## config.mk

```make
export PLATFORM = sky130hd
export DESIGN_NAME = fb_draw_sequencer
export DESIGN_NICKNAME = d
export VERILOG_FILES = /design/src/rtl/fb_pkg.sv /design/src/rtl/fb_addr_gen.sv /design/src/rtl/fb_draw_sequencer.sv
export SDC_FILE = /design/constraint.sdc
export NUM_CORES = 1
export LEC_CHECK = 0
export BUFFER_PORTS_ARGS = -buffer_cell sky130_fd_sc_hd__buf_2
export CORE_MARGIN = 3
export CORE_UTILIZATION = 60
export CTS_CLUSTER_DIAMETER = 100
export DETAILED_ROUTE_END_ITERATION = 16
export PLACE_DENSITY = 0.82
export SYNTH_ARGS = -nofsm -noshare
export SYNTH_HDL_FRONTEND = slang
export SYNTH_SLANG_ARGS = --single-unit
```

## constraint.sdc

```tcl
create_clock -name CLOCK_50 -period 5.6 [get_ports CLOCK_50]
set_input_delay 1.12 -clock CLOCK_50 [delete_from_list [all_inputs] [get_ports CLOCK_50]]
set_output_delay 1.12 -clock CLOCK_50 [all_outputs]
set_load 0.03 [all_outputs]
```

## src/rtl/fb_pkg.sv

```systemverilog
// Shared types for the framebuffer draw sequencer: FSM states, the coordinate
// carrier and the buffer-rotation helper.
package fb_pkg;

  typedef enum logic [2:0] {
    IDLE,
    KICK,
    CLEAR,
    DRAIN,
    PRESENT
  } fb_state_e;

  // Wide enough for any supported COORD_W; narrower ports are zero-extended.
  localparam int COORD_MAX_W = 16;

  typedef struct packed {
    logic [COORD_MAX_W-1:0] x;
    logic [COORD_MAX_W-1:0] y;
  } pixel_coord_t;

  function automatic int next_buf(input int idx, input int num);
    return (idx + 1 >= num) ? 0 : idx + 1;
  endfunction

endpackage

```

## src/rtl/fb_addr_gen.sv

```systemverilog
// Registered pixel-write stage: either a clear write or a coordinate converted
// to a linear address with an in-range test; out-of-range coords raise clip_o.
module fb_addr_gen
  import fb_pkg::*;
#(
  parameter int H_RES   = 320,
  parameter int V_RES   = 240,
  parameter int COLOR_W = 3,
  parameter int ADDR_W  = 17
) (
  input  logic               clk,
  input  logic               rst_n,
  input  logic               clr_en_i,
  input  logic [ADDR_W-1:0]  clr_addr_i,
  input  logic [COLOR_W-1:0] clr_data_i,
  input  logic               coord_en_i,
  input  pixel_coord_t       coord_i,
  input  logic [COLOR_W-1:0] coord_data_i,
  output logic               we_o,
  output logic [ADDR_W-1:0]  addr_o,
  output logic [COLOR_W-1:0] data_o,
  output logic               clip_o,
  output logic               pend_o
);

  localparam int AW1 = ADDR_W + 1;
  localparam logic [COORD_MAX_W-1:0] X_LIM = COORD_MAX_W'(H_RES);
  localparam logic [COORD_MAX_W-1:0] Y_LIM = COORD_MAX_W'(V_RES);
  localparam logic [AW1-1:0]         PIX   = AW1'(H_RES * V_RES);

  logic               we_q, we_d;
  logic               clip_q, clip_d;
  logic [ADDR_W-1:0]  addr_q, addr_d;
  logic [COLOR_W-1:0] data_q, data_d;
  logic [AW1-1:0]     lin_addr;
  logic               in_range;

  always_comb begin
    // One spare bit so the sum cannot wrap before the range test.
    lin_addr = AW1'(coord_i.y) * AW1'(H_RES) + AW1'(coord_i.x);
    in_range = (coord_i.x < X_LIM) && (coord_i.y < Y_LIM) && (lin_addr < PIX);
    we_d     = 1'b0;
    clip_d   = 1'b0;
    addr_d   = addr_q;
    data_d   = data_q;
    if (clr_en_i) begin
      we_d   = 1'b1;
      addr_d = clr_addr_i;
      data_d = clr_data_i;
    end else if (coord_en_i) begin
      if (in_range) begin
        we_d   = 1'b1;
        addr_d = lin_addr[ADDR_W-1:0];
        data_d = coord_data_i;
      end else begin
        clip_d = 1'b1;
      end
    end
  end

  always_ff @(posedge clk or negedge rst_n) begin
    if (!rst_n) begin
      we_q   <= 1'b0;
      clip_q <= 1'b0;
      addr_q <= '0;
      data_q <= '0;
    end else begin
      we_q   <= we_d;
      clip_q <= clip_d;
      addr_q <= addr_d;
      data_q <= data_d;
    end
  end

  assign we_o   = we_q;
  assign clip_o = clip_q;
  assign addr_o = addr_q;
  assign data_o = data_q;
  assign pend_o = we_q | clip_q;

endmodule

```

## src/rtl/fb_draw_sequencer.sv

```systemverilog
// N-buffer framebuffer write sequencer: kick rasteriser, clear back buffer,
// drain coordinates as pixel writes, then present and rotate buffers.
module fb_draw_sequencer
  import fb_pkg::*;
#(
  parameter int H_RES   = 320,
  parameter int V_RES   = 240,
  parameter int COLOR_W = 3,
  parameter int NUM_BUF = 2,
  parameter int COORD_W = 9,
  parameter int ADDR_W  = $clog2(H_RES * V_RES),
  parameter int BUF_W   = (NUM_BUF > 1) ? $clog2(NUM_BUF) : 1
) (
  input  logic               CLOCK_50,
  input  logic               reset_n,
  input  logic               run,
  input  logic [COLOR_W-1:0] clear_color,
  input  logic [COLOR_W-1:0] draw_color,
  output logic               raster_start,
  input  logic               raster_done,
  input  logic               coord_valid,
  input  logic [COORD_W-1:0] coord_x,
  input  logic [COORD_W-1:0] coord_y,
  output logic               coord_ready,
  input  logic               frame_switched,
  output logic [NUM_BUF-1:0] buf_wr_en,
  output logic [ADDR_W-1:0]  buf_addr,
  output logic [COLOR_W-1:0] buf_data,
  output logic [BUF_W-1:0]   draw_idx,
  output logic [BUF_W-1:0]   disp_idx,
  output logic               draw_done,
  output logic               busy,
  output logic [15:0]        clip_count,
  output fb_state_e          state_dbg
);

  // Coordinate handshake: a coordinate transfers on any rising edge where
  // coord_valid && coord_ready; coord_ready is high only in DRAIN.

  localparam logic [ADDR_W-1:0] LAST_ADDR = ADDR_W'(H_RES * V_RES - 1);

  fb_state_e          state_q, state_d;
  logic [ADDR_W-1:0]  clr_cnt_q, clr_cnt_d;
  logic               done_q, done_d;
  logic [BUF_W-1:0]   draw_idx_q, draw_idx_d;
  logic [BUF_W-1:0]   disp_idx_q, disp_idx_d;
  logic [15:0]        clip_q, clip_d;
  logic               clr_en;
  logic               accept;
  logic               st_we, st_clip, st_pend;
  pixel_coord_t       coord_s;

  assign accept    = (state_q == DRAIN) && coord_valid;
  assign coord_s.x = COORD_MAX_W'(coord_x);
  assign coord_s.y = COORD_MAX_W'(coord_y);

  always_comb begin
    state_d    = state_q;
    clr_cnt_d  = clr_cnt_q;
    done_d     = done_q;
    draw_idx_d = draw_idx_q;
    disp_idx_d = disp_idx_q;
    clip_d     = clip_q;
    clr_en     = 1'b0;
    // Done is sticky from CLEAR onwards so an early raster_done is not lost.
    if (raster_done && (state_q != IDLE) && (state_q != KICK)) done_d = 1'b1;
    if (st_clip && (clip_q != 16'hFFFF)) clip_d = clip_q + 16'd1;
    case (state_q)
      IDLE: begin
        if (run) state_d = KICK;
      end
      KICK: begin
        done_d    = 1'b0;
        clip_d    = '0;
        clr_cnt_d = '0;
        state_d   = CLEAR;
      end
      CLEAR: begin
        clr_en = 1'b1;
        if (clr_cnt_q == LAST_ADDR) begin
          clr_cnt_d = '0;
          state_d   = DRAIN;
        end else begin
          clr_cnt_d = clr_cnt_q + 1'b1;
        end
      end
      DRAIN: begin
        if (done_q && !coord_valid && !st_pend) state_d = PRESENT;
      end
      PRESENT: begin
        if (frame_switched) begin
          disp_idx_d = draw_idx_q;
          draw_idx_d = BUF_W'(next_buf(int'(draw_idx_q), NUM_BUF));
          state_d    = run ? KICK : IDLE;
        end
      end
      default: state_d = IDLE;
    endcase
  end

  always_ff @(posedge CLOCK_50 or negedge reset_n) begin
    if (!reset_n) begin
      state_q    <= IDLE;
      clr_cnt_q  <= '0;
      done_q     <= 1'b0;
      draw_idx_q <= '0;
      disp_idx_q <= BUF_W'(NUM_BUF - 1);
      clip_q     <= '0;
    end else begin
      state_q    <= state_d;
      clr_cnt_q  <= clr_cnt_d;
      done_q     <= done_d;
      draw_idx_q <= draw_idx_d;
      disp_idx_q <= disp_idx_d;
      clip_q     <= clip_d;
    end
  end

  fb_addr_gen #(
    .H_RES  (H_RES),
    .V_RES  (V_RES),
    .COLOR_W(COLOR_W),
    .ADDR_W (ADDR_W)
  ) u_addr_gen (
    .clk         (CLOCK_50),
    .rst_n       (reset_n),
    .clr_en_i    (clr_en),
    .clr_addr_i  (clr_cnt_q),
    .clr_data_i  (clear_color),
    .coord_en_i  (accept),
    .coord_i     (coord_s),
    .coord_data_i(draw_color),
    .we_o        (st_we),
    .addr_o      (buf_addr),
    .data_o      (buf_data),
    .clip_o      (st_clip),
    .pend_o      (st_pend)
  );

  // draw_idx only moves in PRESENT, when the write stage is empty.
  assign buf_wr_en    = st_we ? ({{(NUM_BUF-1){1'b0}}, 1'b1} << draw_idx_q) : '0;
  assign raster_start = (state_q == KICK);
  assign coord_ready  = (state_q == DRAIN);
  assign draw_done    = (state_q == PRESENT);
  assign busy         = (state_q != IDLE);
  assign draw_idx     = draw_idx_q;
  assign disp_idx     = disp_idx_q;
  assign clip_count   = clip_q;
  assign state_dbg    = state_q;

endmodule

```

==> results.json <==
{
  "synthAdderAreaFrac_pct": 6.61,
  "comb_power_share_pct": 50.4,
  "stdcell_count": 661,
  "p_leak_nw": 2.27,
  "async_reset_ff_share_pct": 100,
  "gp_congestion": 0.846,
  "setup_viol": 0,
  "worst_pin_slew_ns": 1.09,
  "power.switching_mw": 1.07,
  "hold_class": "flop to flop",
  "start_util_pct": 64.0,
  "numPortBuffers": 76,
  "dpl-instance-area_um2": 4630,
  "slew_headroom_pct": 26.8,
  "syn_avg_cell_area_um2": 8.44,
  "synth_top_family_by_area": "simple AND/OR/NAND/NOR gates",
  "final_max_slew_viol_count": 0,
  "synthXorXnorAreaFrac_pct": 6.19,
  "hold_slack_ns": 0.538,
  "drive_gt1_share_pct": 19.9,
  "synth_cell_type_count": 59,
  "postCtsSetupRepairBufs": 0,
  "pwr-share-clk_pct": 19.4,
  "fin_nets": 615,
  "place_inst": 646,
  "drtPass1Iterations": 5,
  "synth.net_count": 549,
  "synth_mux_area_share_pct": 0.744,
  "dieArea_um2": 8050,
  "io_pins": 77,
  "dp_hpwl_um": 7290,
  "path_class": "primary input to flop",
  "post_cts_resized": 0,
  "yosysMostFrequentCell": "nand2_1",
  "p_int_mw": 1.18,
  "die_h_um": 89.7,
  "routed_wl_um": 10500,
  "final_util_pct": 73.7,
  "switching_share_pct": 47.5,
  "synth_compound_area_share_pct": 20.7,
  "clock-skew-final_ns": 0.0149,
  "finalHoldViolations": 0,
  "status": "finished clean",
  "tns_ns": 0,
  "synth-edff-count": 0,
  "rrSetupSlack_ns": 2.98,
  "cts_root_buffer": "clkbuf_8",
  "crit_path_start_kind": "primary input",
  "cp.arrival_ns": 4.55,
  "period_share_pct": 77.2,
  "antenna_found_initial": 0,
  "numCtsBuffers": 9,
  "track_usage_pct": 26.0,
  "crit_fanout": 19,
  "grt_pass1_wl_um": 17500,
  "seq_area_um2": 1530,
  "clk_path_buf_depth": 2,
  "fmax_mhz": 231,
  "clk_latency_ns": 0.34,
  "period_minus_slack_ns": 4.32,
  "critPathRequiredTime_ns": 5.82,
  "ir_drop_mv": 0.294,
  "die_w_um": 89.7,
  "clk_pin_slew_ns": 0.07,
  "coreArea_um2": 6570,
  "synth_simple_gate_area_share_pct": 25.2,
  "synth_area_leader_cell": "dfrtp_1",
  "cap_violations": 0,
  "dpl_worst_slack_ns": 0.980,
  "syn-cell-area_um2": 4210,
  "cts_num_sinks": 61,
  "num_rows": 29,
  "synth_seq_area_share_pct": 36.3,
  "multi_input_area_um2": 2520,
  "finalPower_mw": 2.25,
  "synthFlopType": "dfrtp_1",
  "synth_cells": 498,
  "cts_tree": "built",
  "fin_area_um2": 4840,
  "syn_to_final_growth_pct": 15.1,
  "rsz0062_at_grt": "no",
  "cts-htree-levels": 3,
  "hold_buffers": 0,
  "nFillCells": 498,
  "diodes": 0,
  "wire_per_inst_um": 15.9,
  "synth_commonest_cells": "91 x nand2_1, 60 x dfrtp_1, 53 x nor2_1",
  "grt.overflow.total": 0,
  "yosysWarnings": 0,
  "power_density_nw_per_um2": 464,
  "vias": 4049,
  "grt_max_degree": 63,
  "postRouteAntennaNets": 0,
  "drc_errors": 0,
  "grt_pass1_vias": 3780,
  "vias_per_cell": 6.13,
  "ys_seq_elements": 61,
  "drt_iter0_markers": 313,
  "seqPwrFrac_pct": 30.2,
  "finalWorstSetupSlack_ns": 1.28,
  "synth.area.top_cells": "dfrtp_1 36%, nand2_1 8.1%, ha_1 5.7%",
  "end_kind": "flop",
  "synth.top_cell.area_share_pct": 35.7
}
## final timing paths
check | startpoint | to | cells after the start
max | coord_y[1] | u_addr_gen.addr_o[0]$_DFFE_PN0P_ | 13
min | draw_idx$_DFFE_PN0P_ | draw_idx$_DFFE_PN0P_ | 1
max reg2reg | state_dbg[1]$_DFFE_PN0P_ | clr_cnt_q[4]$_DFFE_PN0P_ | 6
min reg2reg | draw_idx$_DFFE_PN0P_ | draw_idx$_DFFE_PN0P_ | 1
max in group asynchronous | reset_n | u_addr_gen.data_o[1]$_DFFE_PN0P_ | 2
min in group asynchronous | reset_n | clip_count[9]$_DFFE_PN0P_ | 2
## cell type report
cell class | instances | area share, %
tap | 93 | 2.40
multi-input combinational | 400 | 52.0
inverter | 9 | 0.698
clock inverter | 4 | 1.50
timing repair buffer | 83 | 8.94
clock buffer | 11 | 2.92
sequential | 61 | 31.6
## metal layers
metal	wire (um)	GRT usage, %
met1	4600	35.3
met2	5140	42.7
met3	673	4.76
met4	120	7.41
met5	0	0
## worst max-delay path: stages
cell and delay [ns]:
buf_2 0.12, ha_1 0.29, ha_1 0.25, fa_1 0.63, nand2_1 0.13, a2111oi_4 0.35, o221ai_2 0.18, nor2_1 0.27
nand4_1 0.16, nand2b_1 0.56, buf_4 0.29, a221o_1 0.14, nand2_1 0.06
## sequential cells by signal, summed over array words and instances, names as in the netlist
signal             count
clip_count            16
clr_cnt_q             17
disp_idx               1
done_q                 1
draw_idx               1
state_dbg              3
u_addr_gen.addr_o     17
u_addr_gen.clip_o      1
u_addr_gen.data_o      3
u_addr_gen.we_o        1
## power groups by stage
stage	Sequential, mW	Combinational, mW	Clock (mW)
after floorplan	0.846	0.654	0
after global placement	0.674	1.09	0
after detailed placement	0.681	1.12	0
after CTS	0.676	1.13	0.438
after global routing	0.695	1.24	0.462
final	0.679	1.13	0.436
## cells by family (layout without fill, tap and decap cells)
| group | Yosys count | count (layout) |
|---|---|---|
| XOR/XNOR | 28 | 28 |
| AO/OA/AOI/OAI | 118 | 118 |
| adder cells (fa/ha/maj) | 21 | 21 |
| flip-flops | 61 | 61 |
| buffers and inverters | 37 | 107 |
| AND/OR/NAND/NOR | 230 | 230 |
| multiplexers | 3 | 3 |
## cells in the final DEF (no fill, tap or decap), types with 3 or more instances in the layout
cell	n
xnor2_2	3
inv_1	9
and3_1	7
ha_1	19
a221o_1	14
a41oi_1	12
a31oi_1	5
nor2_1	53
nor2b_1	6
nand2_1	91
clkbuf_8	10
and2_1	3
xor2_1	15
nor3_1	6
nand2b_1	5
xnor2_1	10
nand3_1	25
buf_4	7
a21o_1	6
dfrtp_1	60
a211o_1	7
a21oi_1	7
buf_2	76
nand4_1	21
o21ai_0	45
(Power assumes the default switching activity.)
